File: src/rtl/quant_packer.sv
// quant_packer: ReLU + int8 saturation, 4-lane word packing and a small output FIFO
module quant_packer #(
  parameter int FIFO_DEPTH = 4,
  parameter int SATC_W     = 16
) (
  input  logic               clk,
  input  logic               rst_n,
  input  logic               valid_in,
  input  logic signed [31:0] data_in,
  input  logic               relu_en,
  input  logic               flush,
  input  logic               clear_status,
  output logic               out_valid,
  output logic [31:0]        out_data,
  output logic [3:0]         out_byte_en,
  input  logic               out_ready,
  output logic               in_ready,
  output logic               overflow,
  output logic [SATC_W-1:0]  sat_count
);
  localparam int AW = $clog2(FIFO_DEPTH);
  localparam logic [AW:0] DEPTH_C = (AW+1)'(FIFO_DEPTH);

  logic signed [31:0] w_r;
  logic               w_clamp;
  logic [7:0]         w_q;
  logic [1:0]         r_lane;
  logic [23:0]        r_hold;
  logic [2:0]         w_n;
  logic [23:0]        w_hold_nx;
  logic               w_full_word;
  logic               w_push;
  logic [35:0]        w_push_word;
  logic [35:0]        r_mem [FIFO_DEPTH];
  logic [AW-1:0]      r_wptr;
  logic [AW-1:0]      r_rptr;
  logic [AW:0]        r_count;
  logic               w_pop;
  logic               w_accept;
  logic               w_drop;
  logic               r_overflow;
  logic [SATC_W-1:0]  r_sat;

  // ReLU then clamp to int8; ReLU zeroing never counts as a clamp
  always_comb begin
    w_r     = (relu_en && data_in < 0) ? '0 : data_in;
    w_clamp = (w_r > 127) || (w_r < -128);
    w_q     = (w_r > 127) ? 8'h7F : (w_r < -128) ? 8'h80 : w_r[7:0];
  end

  // Lane merge, full-word/partial-flush push decision and FIFO handshake
  always_comb begin
    w_full_word = valid_in && r_lane == 2'd3;
    w_n         = {1'b0, r_lane} + {2'b0, valid_in};
    w_hold_nx   = (valid_in && !w_full_word) ? (r_hold | (24'(w_q) << {r_lane, 3'b000})) : r_hold;
    w_push      = w_full_word || (flush && w_n != 3'd0);
    w_push_word = w_full_word ? {4'hF, w_q, r_hold} : {(4'd1 << w_n) - 4'd1, 8'h00, w_hold_nx};
    w_pop       = r_count != '0 && out_ready;
    w_accept    = w_push && (r_count != DEPTH_C || w_pop);
    w_drop      = w_push && !w_accept;
  end

  assign out_valid   = r_count != '0;
  assign out_data    = out_valid ? r_mem[r_rptr][31:0] : '0;
  assign out_byte_en = out_valid ? r_mem[r_rptr][35:32] : '0;
  assign in_ready    = r_count < DEPTH_C;
  assign overflow    = r_overflow;
  assign sat_count   = r_sat;

  // Packing state restarts at lane 0 after every push, even a dropped one
  always_ff @(posedge clk or negedge rst_n) begin
    if (!rst_n) begin
      r_lane <= '0;
      r_hold <= '0;
    end else if (w_push) begin
      r_lane <= '0;
      r_hold <= '0;
    end else begin
      r_lane <= w_n[1:0];
      r_hold <= w_hold_nx;
    end
  end

  // FIFO storage; stale entries are masked by out_valid so no reset needed
  always_ff @(posedge clk) begin
    if (w_accept) r_mem[r_wptr] <= w_push_word;
  end

  // FIFO pointers and occupancy; a push into a full FIFO only fits alongside a pop
  always_ff @(posedge clk or negedge rst_n) begin
    if (!rst_n) begin
      r_wptr  <= '0;
      r_rptr  <= '0;
      r_count <= '0;
    end else begin
      if (w_accept) r_wptr <= r_wptr + AW'(1);
      if (w_pop) r_rptr <= r_rptr + AW'(1);
      r_count <= (w_accept && !w_pop) ? r_count + (AW+1)'(1) :
                 (!w_accept && w_pop) ? r_count - (AW+1)'(1) : r_count;
    end
  end

  // Sticky overflow and saturating clamp counter; clear beats a same-cycle event
  always_ff @(posedge clk or negedge rst_n) begin
    if (!rst_n) begin
      r_overflow <= 1'b0;
      r_sat      <= '0;
    end else if (clear_status) begin
      r_overflow <= 1'b0;
      r_sat      <= '0;
    end else begin
      if (w_drop) r_overflow <= 1'b1;
      if (valid_in && w_clamp && !(&r_sat)) r_sat <= r_sat + SATC_W'(1);
    end
  end
endmodule

File: config.mk
export PLATFORM = sky130hd
export DESIGN_NAME = quant_packer
export DESIGN_NICKNAME = d
export VERILOG_FILES = /design/src/rtl/quant_packer.sv
export SDC_FILE = /design/constraint.sdc
export NUM_CORES = 1
export LEC_CHECK = 0
export ABC_AREA = 1
export BUFFER_PORTS_ARGS = -buffer_cell sky130_fd_sc_hd__buf_4
export CAP_MARGIN = 20
export CELL_PAD_IN_SITES_DETAIL_PLACEMENT = 0
export CELL_PAD_IN_SITES_GLOBAL_PLACEMENT = 2
export CORE_MARGIN = 2
export CORE_UTILIZATION = 34
export DETAILED_ROUTE_END_ITERATION = 8
export PLACE_DENSITY_LB_ADDON = 0.1
export SLEW_MARGIN = 20
export SYNTH_ARGS = -nofsm -noshare
export SYNTH_HDL_FRONTEND = slang
export SYNTH_SLANG_ARGS = --single-unit
export TNS_END_PERCENT = 30
File: constraint.sdc
create_clock -name clk -period 3.4 [get_ports clk]
set_input_delay 0.34 -clock clk [delete_from_list [all_inputs] [get_ports clk]]
set_output_delay 0.34 -clock clk [all_outputs]
set_load 0.02 [all_outputs]
==> results of run 1 <==
-- layer usage --
metal / GRT usage [%] / wire length (µm) / up-vias
met4: 3.82 / 221 / 0
li1: - / - / 3095
met3: 3.10 / 707 / 15
met1: 21.7 / 9820 / 2961
met2: 28.1 / 10600 / 102
met5: 0 / 0 / -
-- cell usage in the layout, fill, tap and decap left out, drive strengths merged, types with 9 or more instances in the layout --
cell | Yosys | routed
a21oi | 73 | 73
buf | 21 | 109
clkbuf | 14 | 20
dfrtp | 50 | 50
edfxtp | 144 | 144
ha | 9 | 9
inv | 66 | 72
nand2 | 125 | 125
nand3 | 45 | 45
nor2 | 213 | 213
o21ai | 77 | 77
xor2 | 13 | 13
-- power by group --
part,internal (W),switching [W],total [W]
clock,0.000977,0.000897,0.00187
combinational,0.00126,0.00251,0.00377
sequential,0.00341,0.000202,0.00361
-- synth_stat cells, drive strengths merged, types with 2 or more instances --
master  number
clkbuf      14
nand4        6
dfrtp       50
ha           9
o21ai       77
buf         21
xnor2        3
nand3       45
xor2        13
a21oi       73
nor3         6
edfxtp     144
clkinv       2
nand2      125
inv         66
nor2       213
-- metrics by stage --
step           util [%]  setup WS [ps]
5_1_grt            41.1            548
2_1_floorplan         -           40.0
3_5_place_dp       38.9            629
6_report           41.1            753
3_3_place_gp       38.9            662
4_1_cts            41.1            727
-- cell families (layout without fill, tap and decap cells) --
logic type                 count (synthesis)  in the layout
buffers and inverters                    103            210
adders and majority gates                 10             10
AOI/OAI and AO/OA                        150            150
xor gates and xnor gates                  16             16
and+or+nand+nor                          396            396
DFF                                      194            194
muxes                                      1              1
-- worst paths after layout --
check	depth (start not counted)	start	to
max in group asynchronous	2	rst_n	r_rptr[0]
min in group asynchronous	2	rst_n	r_hold[10]
worst max register to register	12	r_lane[0]	r_count[2]
worst min register to register	2	r_hold[11]	r_hold[11]
worst max-delay path	12	r_lane[0]	r_count[2]
worst min-delay path	2	clear_status	overflow
-- what timing repair did --
item                      4_1_cts  5_1_grt
hold buffers                    1        0
buffers inserted                0        0
hold endpoints to repair       50        0
-- state kept, by name, summed over array words and instances, names as in the netlist --
| name | count |
|---|---|
| r_hold | 24 |
| sat_count | 16 |
| r_count | 3 |
| overflow | 1 |
| r_rptr | 2 |
| r_wptr | 2 |
| r_lane | 2 |
| r_mem | 144 |
-- layout make-up --
class	count	area share, %
timing repair buffer	110	8.04
clock buffer	20	4.34
tap	330	4.01
sequential	194	54.1
multi-input combinational	573	26.0
inverter	68	2.48
clock inverter	12	0.996
==> summary.md, run 1 <==
| Metric | Value |
|---|---|
| Seq/Total Area, Yosys | `64.6%` |
| Detailed Route WL | `21,300 µm` |
| Post-route cell area | `10,300 µm²` |
| Synth Register Bits | `194` |
| H-tree Lvls | `4` |
| Avg Vias per Cell | `4.72` |
| Die area | `26,700 µm²` |
| Initial antenna violation count | `0` |
| Vias | `6,173` |
| Worst path top cell family by delay | `adder cells` |
| Diodes inserted | `0` |
| Critical Path RT | `3700 ps` |
| Cells along the critical path | `ha_1 > ha_1 > nor3_1 > inv_1 > a21oi_1 > nor2_1 > ha_1 > inv_1 > fa_1 > a21oi_1 > o21ai_0 > xor2_1` |
| Synth Area in Compound Gates | `8.74%` |
| DRC | `0` |
| Yosys cell types | `29` |
| Clk_lat worst skew | `430 ps` |
| Crit path time final | `2650 ps` |
| Total iterations of the first detailed-routing run | `5` |
| Top-area cell type share of the netlist area | `50.1%` |
| Area Overhead vs Synth | `19.3%` |
| Main synth FF type | `edfxtp_1` |
| Top cells by area, synth | `edfxtp_1 50%, dfrtp_1 14%, nor2_1 9.3%, nand2_1 5.3%, o21ai_0 4.3%` |
| Initial Util | `34.5%` |
| Critical path's slowest cell | `dfrtp_1` |
| Setup tns final | `0 ps` |
| Synth Area in XOR/XNOR | `1.62%` |
| Count of input and output buffers | `93` |
| Worst Skew | `10.6 ps` |
| Post-Synth Adder-Cell Area | `1.54%` |
| Ports | `94` |
| Final setup fails | `0` |
| Outcome | `finished, final reports clean` |
| Worst Tran Pin Value | `941 ps` |
| Die width | `163 µm` |
| Pleak | `4.19 nW` |
| PostCTS Resize Cnt | `0` |
| Syn_area_per_cell | `9.92 µm²` |
| Period Utilization, post-route | `77.8%` |
| Largest area contributor in the netlist | `edfxtp_1` |
| Share of cells above drive strength 1 | `16.1%` |
| Worst hold path type | `in2reg` |
| Cell area after synthesis | `8630 µm²` |
| WHS | `214 ps` |
| Total Power | `0.00925 W` |
| Antenna Nets Post-Route | `0` |
| Die height | `163 µm` |
| DR iter-0 viols | `344` |
| CTS Buffer Depth | `2` |
| Syn. warnings | `0` |
| Largest net degree at the start of global routing | `51` |
| CP startpoint kind | `register` |
| Max IR drop VDD | `0.450 mV` |
| Post-synthesis mux area share | `0.130%` |
| Root Driver | `clkbuf_16` |
| Buf/Inv on CP | `2` |
| Synth Instances | `870` |
| CTS tree | `yes` |
| DR WL/cell | `16.3 µm` |
| Hold Vio Cnt, Final | `0` |
| Number of placed instances with taps included | `1,274` |
| GRT overflow | `0` |
| Flop2flop setup slack | `750 ps` |
| Syn Nets | `919` |
| Clk slew on worst S/H paths | `70 ps` |
| CP peak stage delay | `410 ps` |
| Sink Count | `194` |
| Crit. End Element | `register` |
| Gpl congestion | `0.800` |
| Number of global-route vias before repair | `6,195` |
| Largest family of logic cells by synthesized area | `simple AND/OR/NAND/NOR gates` |
| CP arrival | `2950 ps` |
| Max-slew violations | `0` |
| Post-synth EDFFs | `144` |
| Crit-path max FO | `5` |
| Total GRT Usage | `16.4%` |
| Area of the multi-input gates | `2680 µm²` |
| First-pass GRT wire length | `33,400 µm` |
| Setup Crit Path Kind | `reg2reg` |
| DP Area | `9740 µm²` |
| DP HPWL | `14,100 µm` |
| Core area | `25,000 µm²` |
| Maxcap violations | `0` |
| Fin cells | `1,307` |
| TritonCTS Buffers | `17` |
| RSZ-0062 raised after global routing | `false` |
| NumNets Final | `1,013` |
| Fill cells | `2,482` |
| Peak Freq | `0.378 GHz` |
| Worst slew margin | `36.8%` |
| Register area | `5580 µm²` |
| Power Density | `898 nW/µm²` |
| Synth Area in Simple Gates | `18.6%` |
| Cell mode on critical path | `ha_1` |
| Ys async rst share | `25.8%` |
| Site Rows | `58` |
(Power assumes the default switching activity.)
==> run 2, diff against run 1 <==
Settings changed: ABC_AREA 1 to 0, CORE_UTILIZATION 34 to 38.
Clock period 3.4 ns to 2.2 ns, I/O delays scaled along.
==> run 2 against run 1 <==
Compared with the run above:
- the run now ends with setup timing left
- critical path depth shrank 3
- total power grew 56%
- global-route usage grew 0.89 points
- clock skew shrank 1.9 ps
- synthesized area shrank 4.0%
- via count shrank 17%
- utilization grew 8.4 points
- register-to-register slack lost 900 ps
- sequential share of layout area shrank 2.0 points
- clock-buffer cell count shrank 1
- largest cell class unchanged
- largest power group unchanged
==> summary.md, run 2 <==
| Metric | Value |
|---|---|
| Outcome | `finished, violations left` |
| Violated checks | `setup timing` |
| Peak Freq | `0.426 GHz` |
| Site Rows | `54` |
| Period Utilization, post-route | `107%` |
| Utilization after layout | `49.5%` |
| DR WL/cell | `19.1 µm` |
| CTS Buffer Depth | `2` |
| Worst Skew | `8.75 ps` |
| Synth Register Bits | `194` |
| Post-synth EDFFs | `144` |
| Pleak | `4.17 nW` |
| Power Density | `1340 nW/µm²` |
| CP startpoint kind | `register` |
| Worst slew margin | `54.2%` |
| Internal | `0.00991 W` |
| Ports | `94` |
| Syn_area_per_cell | `14.8 µm²` |
| Largest area contributor in the netlist | `edfxtp_1` |
| TritonCTS Buffers | `17` |
| Detailed Route WL | `19,100 µm` |
| H-tree Lvls | `4` |
| CTS tree | `yes` |
| Avg Vias per Cell | `5.14` |
| Top-area cell type share of the netlist area | `52.2%` |
| Setup tns final | `-178 ps` |
| Sink Count | `194` |
| Worst path top cell family by delay | `adder cells` |
| RSZ-0062 raised after global routing | `true` |
| Crit. End Element | `register` |
| Critical path's slowest cell | `fa_2` |
| Gpl congestion | `0.758` |
| Hold wc startpoint | `out_ready` |
| Die height | `152 µm` |
| Worst hold path type | `in2reg` |
| CP peak stage delay | `420 ps` |
| Net Sw Frac | `31.1%` |
| Total iterations of the first detailed-routing run | `4` |
| Cell area after synthesis | `8280 µm²` |
| Worst Tran Pin Value | `687 ps` |
| Syn. warnings | `0` |
| WHS | `96.7 ps` |
| Number of global-route vias before repair | `5,233` |
| Most common library cells after synthesis | `144 x edfxtp_1, 50 x dfrtp_1, 42 x a21oi_1, 42 x nand2_1, 41 x and2_1` |
| Crit path time final | `2350 ps` |
| Core area | `21,600 µm²` |
| Critical Path RT | `2510 ps` |
| Yosys cell types | `50` |
| Main synth FF type | `edfxtp_1` |
| Clock group share of total power | `21.3%` |
| Comb pwr share | `42.9%` |
| Crit-path max FO | `2` |
| Clk slew on worst S/H paths | `70 ps` |
| Critical R2R Launch | `r_lane[0]` |
| Total GRT Usage | `17.3%` |
| Top-count cell post-synth | `edfxtp_1` |
| Final setup fails | `2` |
| Maxcap violations | `0` |
| Cell mode on critical path | `ha_2` |
| Max FFs per register | `144` |
| Vias | `5,129` |
| Most frequent cells in the layout | `144 x edfxtp_1, 94 x buf_4, 49 x dfrtp_1, 41 x nand2_1, 41 x a21oi_1` |
| DRC | `0` |
| Area Overhead vs Synth | `29.2%` |
| Synth Instances | `559` |
| Initial antenna violation count | `0` |
| Buf/Inv on CP | `1` |
| Initial Util | `38.3%` |
| Ys async rst share | `25.8%` |
| First-pass GRT wire length | `29,500 µm` |
| Die width | `152 µm` |
| Max-slew violations | `0` |
| Top cells by area, synth | `edfxtp_1 52%, dfrtp_1 15%, mux4_2 9.8%, and2_1 3.1%, a21oi_1 2.5%` |
| Seq/Total Area, Yosys | `67.3%` |
| Antenna Nets Post-Route | `0` |
| Diodes inserted | `0` |
| Clk_lat worst skew | `420 ps` |
| Max IR drop VDD | `0.547 mV` |
| CP Launch Point | `r_lane[0]` |
| NumNets Final | `753` |
| Reg with most FFs | `r_mem` |
| Final setup margin | `-149 ps` |
| DR iter-0 viols | `249` |
| Hold Vio Cnt, Final | `0` |
| Largest net degree at the start of global routing | `51` |
| Commonest non-fill, non-tap cell in the layout | `edfxtp_1` |
| Root Driver | `clkbuf_16` |
| GRT overflow | `0` |
| Die area | `23,000 µm²` |
| Count of input and output buffers | `93` |
| DP HPWL | `12,400 µm` |
| CP arrival | `2660 ps` |
| Flop pwr share | `35.8%` |
| NetSw | `0.00448 W` |
| Share of cells above drive strength 1 | `37.5%` |
| Cells along the critical path | `ha_2 > ha_4 > or3_4 > nand2_4 > a21oi_4 > ha_2 > inv_2 > fa_2 > mux2_4` |
| Syn Nets | `608` |
| Setup Crit Path Kind | `reg2reg` |
-- run 2: changes by cell type after synthesis, moves of 36 or more --
cell	previous run	this run
and2_1	0	41
mux4_2	0	36
nand2_1	121	42
nand3_1	44	6
nor2_1	213	12
o21ai_0	75	37
-- run 2: kinds of logic after synthesis --
family	synth area share [%]
flip-flops	67.3
AND/OR/NAND/NOR	10.8
AO/OA/AOI/OAI	6.81
buffers and inverters	2.40
multiplexers	10.0
XOR/XNOR	1.06
adder cells (fa/ha/maj)	1.60
-- run 2: what timing repair did --
action,in CTS,in global routing
gates resized for setup,32,45
endpoints found under the setup margin,33,39
pin swaps,4,4
setup buffers,6,5
endpoints found under the hold margin,50,0
hold buffers,1,0
gates cloned,1,2
-- run 2: final timing paths --
| check | end | slack (ps) | depth (start not counted) |
|---|---|---|---|
| worst max-delay path | r_count[1] | -150 | 9 |
| worst min-delay path | r_rptr[1] | 100 | 3 |
| worst max register to register | r_count[1] | -150 | 9 |
| worst min register to register | overflow | 500 | 2 |
| max in group asynchronous | r_rptr[0] | 1310 | 2 |
| min in group asynchronous | r_count[1] | 360 | 2 |
-- run 2: per-layer routing --
metal / routed length, µm / up-vias / global-route usage (%)
met4: 191 / 0 / 4.12
met3: 655 / 11 / 3.47
li1: - / 2405 / -
met1: 8660 / 2607 / 23.3
met2: 9570 / 106 / 29.2
met5: 0 / - / 0
-- run 2: power groups by stage --
stage / sequential, W / clock [W] / combinational [W]
after global routing: 0.00521 / 0.00329 / 0.00667
after CTS: 0.00518 / 0.00314 / 0.00561
final: 0.00515 / 0.00306 / 0.00618
after global placement: 0.00522 / 0 / 0.00501
after floorplan: 0.00516 / 0 / 0.00305
after detailed placement: 0.00527 / 0 / 0.00508
-- run 2: final cells by class --
type / instances / area [µm²]
fill: 1935 / 10900
clock buffer: 19 / 433
timing repair buffer: 145 / 1430
clock inverter: 13 / 153
sequential: 194 / 5580
tap: 280 / 350
inverter: 31 / 116
multi-input combinational: 315 / 2650
-- run 2: through the flow --
stage	setup WS, ps	instance area (µm²)	std cells	power [W]
after global placement	-62.8	9690	950	0.0102
after CTS	-125	10500	990	0.0139
after global routing	-207	10700	997	0.0152
after floorplan	-151	8320	559	0.00821
final	-149	10700	997	0.0144
after detailed placement	-144	9690	950	0.0103
-- run 2: worst register-to-register path: stages, from the launching register on --
cell and delay [ps]:
dfrtp_1 390, ha_2 190, ha_4 210, or3_4 350, nand2_4 80, a21oi_4 60
ha_2 200, inv_2 60, fa_2 420, mux2_4 280
